### config.mk
export PLATFORM = sky130hd
export DESIGN_NAME = seg_source_mux_flat
export DESIGN_NICKNAME = d
export VERILOG_FILES = /design/src/rtl/seg_source_mux_if.sv /design/src/rtl/seg_source_mux.sv /design/src/flat_wrapper.sv
export SDC_FILE = /design/constraint.sdc
export NUM_CORES = 1
export LEC_CHECK = 0
export BUFFER_PORTS_ARGS = -buffer_cell sky130_fd_sc_hd__buf_4
export CAP_MARGIN = 30
export CORE_UTILIZATION = 45
export DETAILED_ROUTE_END_ITERATION = 10
export MAX_ROUTING_LAYER = met4
export PLACE_DENSITY = 0.72
export SYNTH_ARGS = -nofsm -noshare
export SYNTH_HDL_FRONTEND = slang
export SYNTH_SLANG_ARGS = --single-unit
### constraint.sdc
create_clock -name i_clk -period 2.3 [get_ports i_clk]
set_input_delay 0.23 -clock i_clk [delete_from_list [all_inputs] [get_ports i_clk]]
set_output_delay 0.23 -clock i_clk [all_outputs]
set_load 0.02 [all_outputs]
### src/rtl/seg_source_mux_if.sv
// Bus between the display-source logic and the seven-segment source mux.
// The master side drives the button, mode, force and pattern inputs; the
// slave side (the mux) returns the registered segment, anode and select pins.
interface seg_source_mux_if #(
  parameter int unsigned NCH    = 4,
  parameter int unsigned DIGITS = 4
);
  localparam int unsigned SELW = (NCH > 1) ? $clog2(NCH) : 1;

  logic                      btn_next;
  logic                      mode;
  logic [NCH-1:0]            force_en;
  logic [NCH*DIGITS*7-1:0]   src_seg;
  logic [6:0]                seg;
  logic [DIGITS-1:0]         an;
  logic [SELW-1:0]           sel;

  modport master (
    output btn_next, mode, force_en, src_seg,
    input  seg, an, sel
  );

  modport slave (
    input  btn_next, mode, force_en, src_seg,
    output seg, an, sel
  );
endinterface

### src/rtl/seg_source_mux.sv
// N-channel source arbiter and scan driver for a multiplexed 7-segment display.
// Channel choice: lowest forced channel, else a step register advanced by a
// debounced button (manual) or a periodic timer (auto). The chosen channel is
// scanned digit by digit; a channel change costs one blank slot so the old
// pattern never ghosts onto the new channel's digits.
module seg_source_mux #(
  parameter int unsigned NCH         = 4,
  parameter int unsigned DIGITS      = 4,
  parameter int unsigned REFRESH_DIV = 100000,
  parameter int unsigned DEB_CYCLES  = 500000,
  parameter int unsigned AUTO_PERIOD = 100000000
) (
  input  logic             i_clk,
  input  logic             i_rst,
  seg_source_mux_if.slave  bus
);

  localparam int unsigned SELW = (NCH > 1) ? $clog2(NCH) : 1;
  localparam int unsigned DIGW = (DIGITS > 1) ? $clog2(DIGITS) : 1;
  localparam int unsigned REFW = $clog2(REFRESH_DIV);
  localparam int unsigned DEBW = $clog2(DEB_CYCLES);
  localparam int unsigned AUTW = $clog2(AUTO_PERIOD);

  // Button path
  logic [1:0]      r_sync;
  logic            w_btn_s;
  logic [DEBW-1:0] r_deb_cnt;
  logic            r_btn_acc;
  logic            r_next_pulse;

  // Channel stepping
  logic [AUTW-1:0] r_auto_cnt;
  logic            w_auto_tick;
  logic [SELW-1:0] r_step;
  logic [SELW-1:0] w_active;

  // Scanner
  logic [REFW-1:0] r_ref_cnt;
  logic            w_slot_end;
  logic [DIGW-1:0] r_digit;
  logic [6:0]      w_pat;
  logic [6:0]      r_seg;
  logic [DIGITS-1:0] r_an;
  logic [SELW-1:0] r_sel;

  assign w_btn_s     = r_sync[1];
  assign w_auto_tick = bus.mode && (r_auto_cnt == AUTW'(AUTO_PERIOD - 1));
  assign w_slot_end  = (r_ref_cnt == REFW'(REFRESH_DIV - 1));

  assign bus.seg = r_seg;
  assign bus.an  = r_an;
  assign bus.sel = r_sel;

  // Two-flop synchroniser for the asynchronous push-button
  always_ff @(posedge i_clk or posedge i_rst) begin
    if (i_rst) begin
      r_sync <= 2'b00;
    end else begin
      r_sync <= {r_sync[0], bus.btn_next};
    end
  end

  // Debouncer: accept a new level only after it has held for DEB_CYCLES clocks;
  // a rising accepted level yields a one-cycle advance pulse
  always_ff @(posedge i_clk or posedge i_rst) begin
    if (i_rst) begin
      r_deb_cnt    <= '0;
      r_btn_acc    <= 1'b0;
      r_next_pulse <= 1'b0;
    end else begin
      r_next_pulse <= 1'b0;
      if (w_btn_s != r_btn_acc) begin
        if (r_deb_cnt == DEBW'(DEB_CYCLES - 1)) begin
          r_btn_acc    <= w_btn_s;
          r_deb_cnt    <= '0;
          r_next_pulse <= w_btn_s;
        end else begin
          r_deb_cnt <= r_deb_cnt + DEBW'(1);
        end
      end else begin
        r_deb_cnt <= '0;
      end
    end
  end

  // Auto-rotate timer: held at zero in manual mode, restarted by a button advance
  always_ff @(posedge i_clk or posedge i_rst) begin
    if (i_rst) begin
      r_auto_cnt <= '0;
    end else if (!bus.mode || r_next_pulse || w_auto_tick) begin
      r_auto_cnt <= '0;
    end else begin
      r_auto_cnt <= r_auto_cnt + AUTW'(1);
    end
  end

  // Step register: one advance per cycle whether from button, tick, or both
  always_ff @(posedge i_clk or posedge i_rst) begin
    if (i_rst) begin
      r_step <= '0;
    end else if (r_next_pulse || w_auto_tick) begin
      if (r_step == SELW'(NCH - 1)) begin
        r_step <= '0;
      end else begin
        r_step <= r_step + SELW'(1);
      end
    end
  end

  // Active channel: lowest forced index wins, otherwise the step register
  always_comb begin
    w_active = r_step;
    for (int i = int'(NCH) - 1; i >= 0; i--) begin
      if (bus.force_en[i]) begin
        w_active = SELW'(i);
      end
    end
  end

  // Pattern of the currently displayed channel at the current digit
  always_comb begin
    w_pat = 7'h7F;
    for (int c = 0; c < int'(NCH); c++) begin
      for (int d = 0; d < int'(DIGITS); d++) begin
        if ((r_sel == SELW'(c)) && (r_digit == DIGW'(d))) begin
          w_pat = bus.src_seg[(c * int'(DIGITS) + d) * 7 +: 7];
        end
      end
    end
  end

  // Slot timer for the digit scan
  always_ff @(posedge i_clk or posedge i_rst) begin
    if (i_rst) begin
      r_ref_cnt <= '0;
    end else if (w_slot_end) begin
      r_ref_cnt <= '0;
    end else begin
      r_ref_cnt <= r_ref_cnt + REFW'(1);
    end
  end

  // Slot boundary: advance the digit and either blank (channel switch) or drive it
  always_ff @(posedge i_clk or posedge i_rst) begin
    if (i_rst) begin
      r_digit <= '0;
      r_seg   <= 7'h7F;
      r_an    <= '1;
      r_sel   <= '0;
    end else if (w_slot_end) begin
      if (r_digit == DIGW'(DIGITS - 1)) begin
        r_digit <= '0;
      end else begin
        r_digit <= r_digit + DIGW'(1);
      end
      if (w_active != r_sel) begin
        r_sel <= w_active;
        r_an  <= '1;
        r_seg <= 7'h7F;
      end else begin
        r_an  <= ~(DIGITS'(1) << r_digit);
        r_seg <= w_pat;
      end
    end
  end

endmodule

### src/flat_wrapper.sv
// flat-port wrapper written by rule: the top's interface ports become plain ports
module seg_source_mux_flat 
#(
  parameter int unsigned NCH         = 4,
  parameter int unsigned DIGITS      = 4,
  parameter int unsigned REFRESH_DIV = 100000,
  parameter int unsigned DEB_CYCLES  = 500000,
  parameter int unsigned AUTO_PERIOD = 100000000
)
  (i_clk, i_rst, bus_btn_next, bus_mode, bus_force_en, bus_src_seg, bus_seg, bus_an, bus_sel);
  seg_source_mux_if #(.NCH(NCH), .DIGITS(DIGITS)) bus_i ();
  input  logic i_clk;
  input  logic i_rst;
  input wire logic [$bits(bus_i.btn_next)-1:0] bus_btn_next;
  input wire logic [$bits(bus_i.mode)-1:0] bus_mode;
  input wire logic [$bits(bus_i.force_en)-1:0] bus_force_en;
  input wire logic [$bits(bus_i.src_seg)-1:0] bus_src_seg;
  output wire logic [$bits(bus_i.seg)-1:0] bus_seg;
  output wire logic [$bits(bus_i.an)-1:0] bus_an;
  output wire logic [$bits(bus_i.sel)-1:0] bus_sel;
  assign bus_i.btn_next = bus_btn_next;
  assign bus_i.mode = bus_mode;
  assign bus_i.force_en = bus_force_en;
  assign bus_i.src_seg = bus_src_seg;
  assign bus_seg = bus_i.seg;
  assign bus_an = bus_i.an;
  assign bus_sel = bus_i.sel;
  seg_source_mux #(.NCH(NCH), .DIGITS(DIGITS), .REFRESH_DIV(REFRESH_DIV), .DEB_CYCLES(DEB_CYCLES), .AUTO_PERIOD(AUTO_PERIOD)) u_core (.i_clk(i_clk), .i_rst(i_rst), .bus(bus_i));
endmodule
# Word level (Yosys, flattened, before mapping)
# Index checks and enable logic that the tools add are counted.
[totals] ff_bits=84
[classes] add_sub_neg=5 reduce_logical=25 shifts=1 bitwise=1 eq_ne=12 mux=30
[op_table] cell="7-bit 2-to-1 mux" n=17
[op_table] cell="19-bit 2-to-1 mux" n=2
[op_table] cell="27-bit by 1-bit adder with 27-bit output, second input constant" n=1
[op_table] cell="27-bit == test, second input constant" n=1
[op_table] cell="27-bit 2-to-1 mux" n=1
[op_table] cell="19-bit by 1-bit adder with 19-bit output, second input constant" n=1
[op_table] cell="19-bit == test, second input constant" n=1
[op_table] cell="17-bit by 1-bit adder with 17-bit output, second input constant" n=1
[op_table] cell="17-bit == test, second input constant" n=1
[op_table] cell="1-bit logical AND" n=17
[op_table] cell="17-bit 2-to-1 mux" n=1
[op_table] cell="2-bit 2-to-1 mux" n=6
[op_table] cell="2-bit == test, second input constant" n=5
[op_table] cell="2-bit by 1-bit adder with 2-bit output, second input constant" n=2
[op_table] cell="2-bit by 1-bit == test with 1-bit output, second input constant" n=2
[op_table] cell="2-bit zero test" n=2
[op_table] cell="4-bit 2-to-1 mux" n=1
[op_table] cell="4-bit inverter" n=1
[op_table] cell="2-bit AND reduction" n=2
[op_table] cell="1-bit by 2-bit left shift with 4-bit output, first input constant" n=1
[op_table] cell="1-bit logical OR" n=3
[op_table] cell="1-bit 2-to-1 mux" n=2
[op_table] cell="2-bit inequality test" n=1
[op_table] cell="1-bit zero test" n=1
[op_table] cell="1-bit inequality test" n=1

# Logic depth before layout (Yosys ltp)
[logic_depth] depth_word=19 ltp_mapped=10

# Least setup slack after synthesis
# Ideal clock, no wire load.
[synth_timing] path_type="register to register" start="register u_core.r_digit[0]" end="register u_core.r_seg[1], in the netlist u_core.bus.seg[1]" slack_ps=447 arrival_ps=1776 stages_incl_launch_ff=10 required_ps=2223 path_cell_list="dfrtp_1 inv_1 ha_1 buf_2 buf_4 buf_2 a21oi_1 o41ai_1 o21ai_0 a31oi_1"
[synth_via] elab_chain_cells=19 word_cells_on_any_way=37 cone_classes="eq/ne: 3; mux: 17; reduce/logical: 17"
[synth_rtl] item="from (decl)" line_no="seg_source_mux.sv:40" source="logic [DIGW-1:0] r_digit;"
[synth_rtl] item="from (signal assigned)" line_no="seg_source_mux.sv:154" source="r_digit <= r_digit + DIGW'(1);"
[synth_rtl] item="2-bit zero test" line_no="seg_source_mux.sv:125" source="if ((r_sel == SELW'(c)) && (r_digit == DIGW'(d))) begin"
[synth_rtl] item="1-bit logical AND" line_no="seg_source_mux.sv:125"
[synth_rtl] item="7-bit 2-to-1 mux (15 in series)" line_no="seg_source_mux.sv:125"
[synth_rtl] item="7-bit 2-to-1 mux *" line_no="seg_source_mux.sv:125"
[synth_rtl] item="7-bit 2-to-1 mux *" line_no="seg_source_mux.sv:156" source="if (w_active != r_sel) begin"
[synth_rtl] item="to (signal assigned)" line_no="seg_source_mux.sv:162" source="r_seg <= w_pat;"
[synth_rtl] item="to (decl)" line_no="seg_source_mux.sv:42" source="logic [6:0] r_seg;"
# Every way passes the cells marked *; elsewhere a longest branch is shown, timed or not.
# A chain may end at the register's enable or synchronous reset.

# Worst setup path after layout
# Ends and elaborated chain as after synthesis.

==> results.ini <==
[yosys]
synth_fp_nets=721
yosys_warnings=0
postSynth.asyncResetShare=1.00
synth-seq-cells=84
seq_area_frac_synth=0.403
synth_area_sq_um=5250
syn-instance-count=593
synthFlopType=dfrtp_1
ys_types=65
avgSynthCellArea_sq_um=8.86
synth_edf_count=0

[setup_path]
path_cells=inv_1 -> ha_1 -> inv_1 -> o221ai_1 -> a221o_1 -> a31oi_1 -> o21ai_0 -> a31oi_1
required_ps=2560
max_stage_delay_ps=400
timing.rr.end=u_core.bus.seg[1]
reg2regPathDepth=8
cp-end-kind=flop
worstSetupPathDepth=8
crit_buf_inv=2
critical_path_class=flop to flop
worstReg2RegStart=u_core.r_digit[0]
cp-start-kind=flop
cp_top_family=compound AO/OA/AOI/OAI gates
critPathMaxFanout=13
cp.arrival_ps=2420
rrSetupSlack_ps=150
cp_slowest_cell=dfrtp_1

[power_and_ir_drop]
p_comb_frac=0.097
p_leak_uw=0.00301
vdd_drop_max_uv=456
p_per_area_nw_per_um2=485
pwr-share-clk=0.442
p_switching_uw=735
intPower_uw=2550
seq_power_share=0.462
switching_share=0.224

[clocking]
cts_buffers=9
cts_setup_buffers=0
clk_pin_slew_ps=60
cts_tree=built
htreeDepth=3
cts_sinks=84
clock_latency_ps=340
cts_buffer_depth=2
cts_root_buf=clkbuf_16

[sta]
hold_viol_final=14
fmax_ghz=0.464
rsz0062_at_grt=yes
relSlewSlack=0.558
finalSetupViolations=0
slew_viol_final=0
fin_skew_ps=9.47
tightest_slew_ps=662
worst_slack_ps=145
period_share=0.937
timing.hold.ws_ps=-15.2
min_period_ps=2150

[global_routing]
track_usage=0.265
antenna_found_initial=0
gr-total-overflow=0
grt_max_degree=41
grt_first_pass_wirelength_microns=24100
grt_pass1_vias=5102

[layout]
n_antenna_cell=0
area_growth_syn_to_layout_pct=29.0
fill_cells=1027
final_area_sq_um=6770
drive_gt1_frac=0.282
fin_nets=853
final_common_cell=buf_4
multi_input_area_sq_um=2890
seq_area_sq_um=2120
mostFrequentLayoutCells=buf_4 (147), nor2_1 (82), dfrtp_1 (73)
final_core_util=0.593

[place]
io_buffers=132
place.gp.congestion=0.958
placed_area_sq_um=6450
post-place-ws_ps=97.1
hpwl_microns=11300

[run_status]
status=finished with violations
violations=hold timing

[hold_path]
hold_path_class=input pin to asynchronous set/reset pin

[die]
core_area_sq_um=11400
rows=39
start_util=0.460
die-area_sq_um=12100
io_pins=133
die_h_microns=110
die_w_microns=110

[drt]
vias=5039
antenna_left=0
viasPerCell=5.77
drc=0
drtPass1Iterations=5
wl_microns=15000
drt-wirelength-per-cell_microns=17.1
drtIter0Drc=373

[flow_run]
drv_cap=0

==> sequential cells by signal, indices dropped and copies added, names as in the netlist <==
name / flops
u_core.r_btn_acc: 1
u_core.r_digit: 2
u_core.r_sync: 2
u_core.r_ref_cnt: 17
u_core.r_next_pulse: 1
u_core.r_auto_cnt: 27
u_core.bus.an: 4
u_core.r_deb_cnt: 19
u_core.bus.sel: 2
u_core.bus.seg: 7
u_core.r_step: 2
==> what timing repair did <==
action	4_1_cts	5_1_grt
hold endpoints to repair	1	0
endpoints found under the setup margin	0	6
hold buffers	1	0
gates resized for setup	0	3
==> synth_stat cells (2+ instances only) <==
cell      instances  area, sq um
nor2_1           82          308
dfrtp_1          73         1830
nand2_1          37          139
nand3_1          34          170
xor2_1           32          280
a21oi_1          29          145
o21ai_0          29          145
xnor2_1          27          236
inv_1            24         90.1
buf_2            17         85.1
a31oi_1          14         87.6
nor3_1           14         70.1
dfstp_2          11          289
nor2b_1          11         68.8
o22ai_1          11         68.8
and3_1            9         56.3
clkbuf_1          9         33.8
nand4_1           9         56.3
a22oi_1           8         60.1
ha_1              8          100
nand2b_1          8         50.1
o221ai_1          7         61.3
a211oi_1          5         37.5
a221o_1           5         50.1
and4_1            5         43.8
nor3b_1           5         37.5
nor4_1            5         31.3
o221a_2           5         56.3
a21o_1            3         22.5
a221oi_1          3         26.3
buf_6             3         33.8
nor2_2            3         18.8
o21a_1            3         22.5
o31ai_1           3         22.5
o41ai_1           3         26.3
or3_1             3         18.8
mux2_2            2         22.5
nand4_4           2         42.5
nor4_4            2         42.5
o211ai_1          2         15.0
o21ai_1           2         10.0
o311ai_0          2         17.5
or4_1             2         15.0
==> area by class of cell <==
class / count / share of cell area
Multi-Input combinational cell: 453 / 0.426
Sequential cell: 84 / 0.312
Timing Repair Buffer: 152 / 0.176
Clock buffer: 10 / 0.0353
Tap cell: 143 / 0.0264
Inverter: 25 / 0.0144
Clock inverter: 6 / 0.00942
==> cells by family (layout without fill, tap and decap cells) <==
logic type | count (synthesis) | after routing | synth area share
DFF | 84 | 84 | 0.403
AOI/OAI and AO/OA | 139 | 139 | 0.178
muxes | 3 | 3 | 0.00643
and+or+nand+nor | 244 | 244 | 0.246
xor gates and xnor gates | 59 | 59 | 0.0984
adders and majority gates | 8 | 8 | 0.0191
buffers and inverters | 56 | 193 | 0.0491
==> layer usage <==
| metal | track usage | wire (microns) |
|---|---|---|
| met1 | 0.318 | 6410 |
| met2 | 0.444 | 7320 |
| met3 | 0.0370 | 859 |
| met4 | 0.115 | 374 |
| met5 | - | 0 |
==> metrics by stage <==
stage / setup TNS, ps / hold slack (ps) / std cells / power, uW
detailed placement: 0 / 339 / 856 / 1860
floorplan: 0 / 261 / 593 / 1650
finish: 0 / -15.2 / 873 / 3290
global route: -33.4 / 31.3 / 873 / 3410
global placement: 0 / 342 / 856 / 1860
CTS: 0 / 1.35 / 873 / 3310
==> power by group through the flow <==
stage | registers (uW) | logic (uW) | clock network [uW]
after floorplan | 1550 | 98.9 | 0
after global placement | 1540 | 318 | 0
after detailed placement | 1540 | 319 | 0
after CTS | 1520 | 321 | 1470
after global routing | 1520 | 345 | 1540
final | 1520 | 318 | 1450
==> how the worst max path moves through the flow <==
| stage | startpoint | endpoint | slack [ps] |
|---|---|---|---|
| final | u_core.r_digit[0] | u_core.bus.seg[1] | 150 |
| after global routing | u_core.r_digit[0] | u_core.bus.seg[1] | -30 |
| after CTS | u_core.r_digit[1] | u_core.bus.seg[1] | 70 |
| after detailed placement | u_core.r_digit[1] | u_core.bus.seg[1] | 100 |
| after global placement | u_core.r_digit[1] | u_core.bus.seg[1] | 210 |
| after floorplan | u_core.r_digit[0] | u_core.bus.seg[1] | 450 |
No activity file was read; power rests on OpenSTA's default activity.
